## src/rtl/decode_pkg.sv

```systemverilog
// Shared decode-stage types: opcodes, extender/ALU/result selects and the ID/EX control bundle.
package decode_pkg;

    localparam logic [6:0] OP_LW    = 7'b0000011;
    localparam logic [6:0] OP_SW    = 7'b0100011;
    localparam logic [6:0] OP_RTYPE = 7'b0110011;
    localparam logic [6:0] OP_IALU  = 7'b0010011;
    localparam logic [6:0] OP_BEQ   = 7'b1100011;
    localparam logic [6:0] OP_JAL   = 7'b1101111;

    typedef enum logic [1:0] {
        IMM_I = 2'b00,
        IMM_S = 2'b01,
        IMM_B = 2'b10,
        IMM_J = 2'b11
    } imm_src_t;

    typedef enum logic [2:0] {
        ALU_ADD = 3'b000,
        ALU_SUB = 3'b001,
        ALU_AND = 3'b010,
        ALU_OR  = 3'b011,
        ALU_SLT = 3'b101
    } alu_ctrl_t;

    typedef enum logic [1:0] {
        RES_ALU = 2'b00,
        RES_MEM = 2'b01,
        RES_PC4 = 2'b10
    } result_src_t;

    typedef struct packed {
        logic        reg_write;
        logic        mem_write;
        result_src_t result_src;
        logic        alu_src;
        logic        branch;
        logic        jump;
        alu_ctrl_t   alu_ctrl;
        logic        illegal;
    } ctrl_t;

    // Unknown funct3 falls back to add; sub only exists for R-type.
    function automatic alu_ctrl_t alu_dec(input logic [2:0] funct3, input logic sub);
        case (funct3)
            3'b000:  alu_dec = sub ? ALU_SUB : ALU_ADD;
            3'b111:  alu_dec = ALU_AND;
            3'b110:  alu_dec = ALU_OR;
            3'b010:  alu_dec = ALU_SLT;
            default: alu_dec = ALU_ADD;
        endcase
    endfunction

endpackage

```

## src/rtl/decode_ctrl_main_decoder.sv

```systemverilog
// Combinational opcode decoder: produces the control bundle and immediate select for ID.
module main_decoder
    import decode_pkg::*;
(
    input  logic [6:0] op,
    input  logic [2:0] funct3,
    input  logic       funct7b5,
    output ctrl_t      ctrl,
    output imm_src_t   imm_src
);

    always_comb begin
        ctrl    = '0;
        imm_src = IMM_I;
        case (op)
            OP_LW: begin
                ctrl.reg_write  = 1'b1;
                ctrl.alu_src    = 1'b1;
                ctrl.result_src = RES_MEM;
            end
            OP_SW: begin
                imm_src        = IMM_S;
                ctrl.mem_write = 1'b1;
                ctrl.alu_src   = 1'b1;
            end
            OP_RTYPE: begin
                ctrl.reg_write = 1'b1;
                ctrl.alu_ctrl  = alu_dec(funct3, funct7b5);
            end
            OP_IALU: begin
                ctrl.reg_write = 1'b1;
                ctrl.alu_src   = 1'b1;
                ctrl.alu_ctrl  = alu_dec(funct3, 1'b0);
            end
            OP_BEQ: begin
                imm_src       = IMM_B;
                ctrl.branch   = 1'b1;
                ctrl.alu_ctrl = ALU_SUB;
            end
            OP_JAL: begin
                imm_src         = IMM_J;
                ctrl.reg_write  = 1'b1;
                ctrl.jump       = 1'b1;
                ctrl.result_src = RES_PC4;
            end
            default: ctrl.illegal = 1'b1;
        endcase
    end

endmodule

```

## src/rtl/decode_ctrl.sv

```systemverilog
// Decode-stage controller: decode, load-use hazard detection, branch flush and the ID/EX control register.
module decode_ctrl
    import decode_pkg::*;
#(
    parameter int WIDTH = 32
) (
    input  logic             clk,
    input  logic             rst,
    input  logic [WIDTH-1:0] InstrD,
    input  logic             PCSrcE,
    output logic [1:0]       ImmSrcD,
    output logic             StallF,
    output logic             StallD,
    output logic             FlushD,
    output logic             FlushE,
    output logic             RegWriteE,
    output logic             MemWriteE,
    output logic             ALUSrcE,
    output logic             BranchE,
    output logic             JumpE,
    output logic [1:0]       ResultSrcE,
    output logic [2:0]       ALUControlE,
    output logic [4:0]       RdE,
    output logic [4:0]       Rs1E,
    output logic [4:0]       Rs2E,
    output logic             IllegalE
);

    ctrl_t      ctrl_d;
    ctrl_t      ctrl_e;
    imm_src_t   imm_src_d;
    logic [4:0] rd_d, rs1_d, rs2_d;
    logic       lw_stall;
    logic       bubble;
    logic       unused_bits;

    assign rd_d        = InstrD[11:7];
    assign rs1_d       = InstrD[19:15];
    assign rs2_d       = InstrD[24:20];
    assign unused_bits = ^{InstrD[WIDTH-1:31], InstrD[29:25]};

    main_decoder u_main_decoder (
        .op       (InstrD[6:0]),
        .funct3   (InstrD[14:12]),
        .funct7b5 (InstrD[30]),
        .ctrl     (ctrl_d),
        .imm_src  (imm_src_d)
    );

    // rs2 is compared even for instructions that do not read it; a spare stall is harmless.
    assign lw_stall = (ctrl_e.result_src == RES_MEM) && (RdE != 5'd0) &&
                      ((RdE == rs1_d) || (RdE == rs2_d));
    assign bubble   = PCSrcE || lw_stall;

    assign ImmSrcD = imm_src_d;
    assign StallF  = !rst && lw_stall && !PCSrcE;
    assign StallD  = StallF;
    assign FlushD  = !rst && PCSrcE;
    assign FlushE  = !rst && bubble;

    always_ff @(posedge clk) begin
        if (rst || bubble) begin
            ctrl_e <= '0;
            RdE    <= '0;
            Rs1E   <= '0;
            Rs2E   <= '0;
        end else begin
            ctrl_e <= ctrl_d;
            RdE    <= rd_d;
            Rs1E   <= rs1_d;
            Rs2E   <= rs2_d;
        end
    end

    assign RegWriteE   = ctrl_e.reg_write;
    assign MemWriteE   = ctrl_e.mem_write;
    assign ALUSrcE     = ctrl_e.alu_src;
    assign BranchE     = ctrl_e.branch;
    assign JumpE       = ctrl_e.jump;
    assign ResultSrcE  = ctrl_e.result_src;
    assign ALUControlE = ctrl_e.alu_ctrl;
    assign IllegalE    = ctrl_e.illegal;

endmodule

```

## config.mk

```make
export PLATFORM = sky130hd
export DESIGN_NAME = decode_ctrl
export DESIGN_NICKNAME = d
export VERILOG_FILES = /design/src/rtl/decode_pkg.sv /design/src/rtl/decode_ctrl_main_decoder.sv /design/src/rtl/decode_ctrl.sv
export SDC_FILE = /design/constraint.sdc
export NUM_CORES = 1
export LEC_CHECK = 0
export ABC_AREA = 1
export ABC_CLOCK_PERIOD_IN_PS = 1570
export CORE_MARGIN = 4
export CORE_UTILIZATION = 59
export DETAILED_ROUTE_END_ITERATION = 10
export DONT_BUFFER_PORTS = 1
export HOLD_SLACK_MARGIN = 0.06
export PLACE_DENSITY_LB_ADDON = 0.3
export SYNTH_ARGS = -nofsm -noshare
export SYNTH_HDL_FRONTEND = slang
export SYNTH_SLANG_ARGS = --single-unit
```

## constraint.sdc

```tcl
create_clock -name clk -period 1.57 [get_ports clk]
set_clock_uncertainty 0.05 [all_clocks]
set_input_delay 0.2355 -clock clk [delete_from_list [all_inputs] [get_ports clk]]
set_output_delay 0.2355 -clock clk [all_outputs]
set_load 0.03 [all_outputs]
```

==> metrics.log <==
[metrics] via density per instance: 4.99
[metrics] Synth Area per Inst: 6.95 um^2
[metrics] actual slew at the worst max-slew pin: 0.546 ns
[metrics] status: complete, but fails checks
[metrics] violations in the final reports: setup timing
[metrics] crit path max fanout: 5
[metrics] top cells by area, synth: sky130_fd_sc_hd__dfxtp_1 (48%), sky130_fd_sc_hd__nor2_1 (13%), sky130_fd_sc_hd__inv_1 (12%)
[metrics] crit-path cells: inv_2 > nand2_1 > nand2_1 > nor2_1 > nand3_1 > nand2_1 > nand2_2 > a21oi_2 > buf_6
[metrics] first-pass detailed-route iteration total: 4
[metrics] worst path required time: 1.28 ns
[metrics] pin count of the biggest net entering global routing: 26
[metrics] vias in the first global route: 1015
[metrics] startpoint of the most critical hold path: InstrD[6]
[metrics] buffers and inverters on the worst path: 2
[metrics] Hold Path Class: primary input to register
[metrics] leakage power total: 0.721 nW
[metrics] top-level I/O count: 67
[metrics] Inserted Clock Buffers: 3
[metrics] library cell contributing the largest single delay on the critical path: sky130_fd_sc_hd__dfxtp_4
[metrics] synthesized net count: 186
[metrics] count of different cell masters after synthesis: 16
[metrics] number of enable-type register cells in the synthesized netlist: 0
[metrics] clock transition at the registers of the reported paths: 0.13 ns
[metrics] Yosys warnings: 0
[metrics] share of layout cells above drive strength 1: 18.1%
[metrics] post-synthesis async set-or-reset flop share: 0%
[metrics] DRC violations left: 0
[metrics] DR iter-0 viols: 14
[metrics] total number of placement rows: 14
[metrics] most numerous cell on the critical path: sky130_fd_sc_hd__nand2_1
[metrics] antenna violation net count after detailed routing: 0
[metrics] final setup margin: -0.206 ns
[metrics] total power divided by cell area: 793 mW/mm^2
[metrics] Post-synth top cells: sky130_fd_sc_hd__nor2_1 (35), sky130_fd_sc_hd__inv_1 (33), sky130_fd_sc_hd__nand2_1 (30)
[metrics] Sink Count: 25
[metrics] Root Driver: sky130_fd_sc_hd__clkbuf_4
[metrics] number of antenna violations at the first check in global routing: 0
[metrics] Largest delay share family, worst path: simple AND/OR/NAND/NOR gates
[metrics] final HPWL from detailed placement: 1720 um
[metrics] clock latency reported for the late side of the worst-skew pair: 0.31 ns
[metrics] overall die height: 50.2 um
[metrics] dominant cell type by area after synthesis: sky130_fd_sc_hd__dfxtp_1
[metrics] post-synthesis sequential area ratio: 47.7%
[metrics] maxcap violations: 0
[metrics] gr ovfl total: 0
[metrics] post-synthesis cell count: 151
[metrics] setup repair after global routing missed its margin: yes
[metrics] core region area: 0.00159 mm^2
[metrics] Slew Limit Fails: 0
[metrics] Max clock buf depth: 2
[metrics] delay of the slowest critical-path stage: 0.40 ns
[metrics] minimum clock period after layout: 1.78 ns
[metrics] pre-CTS setup slack: 0.123 ns
[metrics] area share of the largest cell type after synthesis: 47.7%
[metrics] via total after detailed routing: 1027
[metrics] start point of the critical path: RdE[0]
[metrics] Final #Nets: 218
[metrics] design area: 0.00142 mm^2
[metrics] worst reg2reg path startpoint: RdE[4]
[metrics] cell total after placement: 180
[metrics] number of H-tree branching levels: 1
[metrics] nature of the critical path endpoint: primary output
[metrics] Die Footprint: 0.00252 mm^2
[metrics] DRT Wirelength: 2810 um
[metrics] post-placement cell area: 0.00115 mm^2
[metrics] width of the die: 50.2 um
[metrics] most common cell in the synthesized netlist: sky130_fd_sc_hd__nor2_1
[metrics] worst-case headroom to the max-slew limit: 63.5%
[metrics] peak supply drop: 927 uV
[metrics] buffers added on ports: 0
[metrics] overall global routing resource usage: 23.1%
[metrics] Worst Hold Slack: 0.100 ns
[metrics] arrival time at the worst endpoint: 1.49 ns
[metrics] number of register bits inferred by synthesis: 25
[metrics] TritonCTS clock tree: yes
[metrics] placer congestion estimate: 0.732
[metrics] count of antenna diodes in the layout: 0
[metrics] non-filler cells, final: 206
[metrics] initial cell density of the core: 65.9%
[metrics] Worst setup SP type: register
[metrics] wire length per cell: 13.6 um
[metrics] final hold violation count: 0
[metrics] class of the most critical setup path: register to primary output
[metrics] Achievable Freq: 0.563 GHz
[metrics] post-route fraction of the period consumed by the critical path: 113%
[metrics] global-route wire length before repair: 4540 um
[metrics] total setup violations reported at the end of the flow: 3
[metrics] Area Overhead vs Synth: 34.9%
[metrics] primary flip-flop cell chosen by synthesis mapping: sky130_fd_sc_hd__dfxtp_1
[metrics] netlist area before placement: 0.00105 mm^2
-- logic make-up (layout without fill, tap and decap cells) --
kind of cell	count (synthesis)	after routing	share of synthesized area [%]
AOI/OAI and AO/OA	4	4	2.15
DFF	25	25	47.7
xor gates and xnor gates	2	2	1.67
and+or+nand+nor	83	83	33.1
buffers and inverters	37	68	15.4
-- metrics by stage --
stage          setup TNS (ns)  util, %  power, mW
5_1_grt                -0.941     88.9       1.17
3_3_place_gp                0     72.3      0.802
6_report               -0.565     88.9       1.12
4_1_cts                -0.513     88.0       1.11
3_5_place_dp                0     72.3      0.806
2_1_floorplan               0        -      0.786
-- registers in the layout, indices dropped and copies added, names as in the netlist --
signal       cells
ALUControlE      3
ALUSrcE          1
ResultSrcE       2
BranchE          1
Rs1E             5
RdE              5
RegWriteE        1
MemWriteE        1
Rs2E             5
IllegalE         1
-- worst reg2reg max path, delay by kind of cell (launching register included) --
kind	cells	cell delay [ns]
flops	1	0.39
simple gates	6	0.64
buf+inv	3	0.34
-- report_power, final --
group          internal, mW  switching [mW]
Sequential            0.647          0.0374
Clock                0.0991           0.182
Combinational        0.0731          0.0834
Total                 0.819           0.303
-- final cells by class --
cell class | instances | area [um^2]
clock buffers | 4 | 26.3
fillers | 87 | 178
inverters | 33 | 124
multi-input cells | 89 | 418
flip-flops and latches | 25 | 519
well taps | 24 | 30.0
repair buffers | 31 | 299
-- placed cells by master, fill, tap and decap left out --
| cell type | n |
|---|---|
| sky130_fd_sc_hd__clkbuf_1 | 1 |
| sky130_fd_sc_hd__dfxtp_4 | 5 |
| sky130_fd_sc_hd__nor3_1 | 2 |
| sky130_fd_sc_hd__buf_4 | 9 |
| sky130_fd_sc_hd__nand3_1 | 8 |
| sky130_fd_sc_hd__buf_6 | 1 |
| sky130_fd_sc_hd__nand4_1 | 2 |
| sky130_fd_sc_hd__nor3_2 | 1 |
| sky130_fd_sc_hd__nand2_2 | 2 |
| sky130_fd_sc_hd__a21oi_2 | 1 |
| sky130_fd_sc_hd__nand2_1 | 29 |
| sky130_fd_sc_hd__nor2_2 | 4 |
| sky130_fd_sc_hd__a21boi_0 | 1 |
| sky130_fd_sc_hd__dlygate4sd3_1 | 20 |
| sky130_fd_sc_hd__inv_1 | 29 |
| sky130_fd_sc_hd__dfxtp_1 | 20 |
| sky130_fd_sc_hd__nand2_8 | 1 |
| sky130_fd_sc_hd__buf_12 | 1 |
| sky130_fd_sc_hd__a21oi_1 | 1 |
| sky130_fd_sc_hd__nor2_4 | 1 |
| sky130_fd_sc_hd__clkbuf_4 | 3 |
| sky130_fd_sc_hd__inv_2 | 4 |
| sky130_fd_sc_hd__o21ai_0 | 1 |
| sky130_fd_sc_hd__xnor2_1 | 2 |
| sky130_fd_sc_hd__nor2_1 | 33 |
-- final timing paths --
kind	to	slack, ns	cells past startpoint
hold reg to reg	Rs1E[0]	0.90	6
setup reg to reg	ALUControlE[0]	0.11	9
setup / recovery	FlushE	-0.21	9
hold / removal	ResultSrcE[0]	0.10	3
-- metal layers --
layer	share of wire, %	vias to the layer above	track usage, %
met4	2.4	0	5.53
li1	-	497	-
met2	53	59	44.8
met1	35	463	24.5
met5	0	-	0
met3	9.9	8	5.62
-- repair_timing --
| item | 4_1_cts | 5_1_grt |
|---|---|---|
| pin swaps | 7 | 7 |
| hold endpoints to repair | 18 | 0 |
| setup buffers | 2 | 0 |
| hold buffers | 20 | 0 |
| setup endpoints to repair | 3 | 28 |
| resized for setup | 4 | 5 |
(Power assumes the default switching activity.)
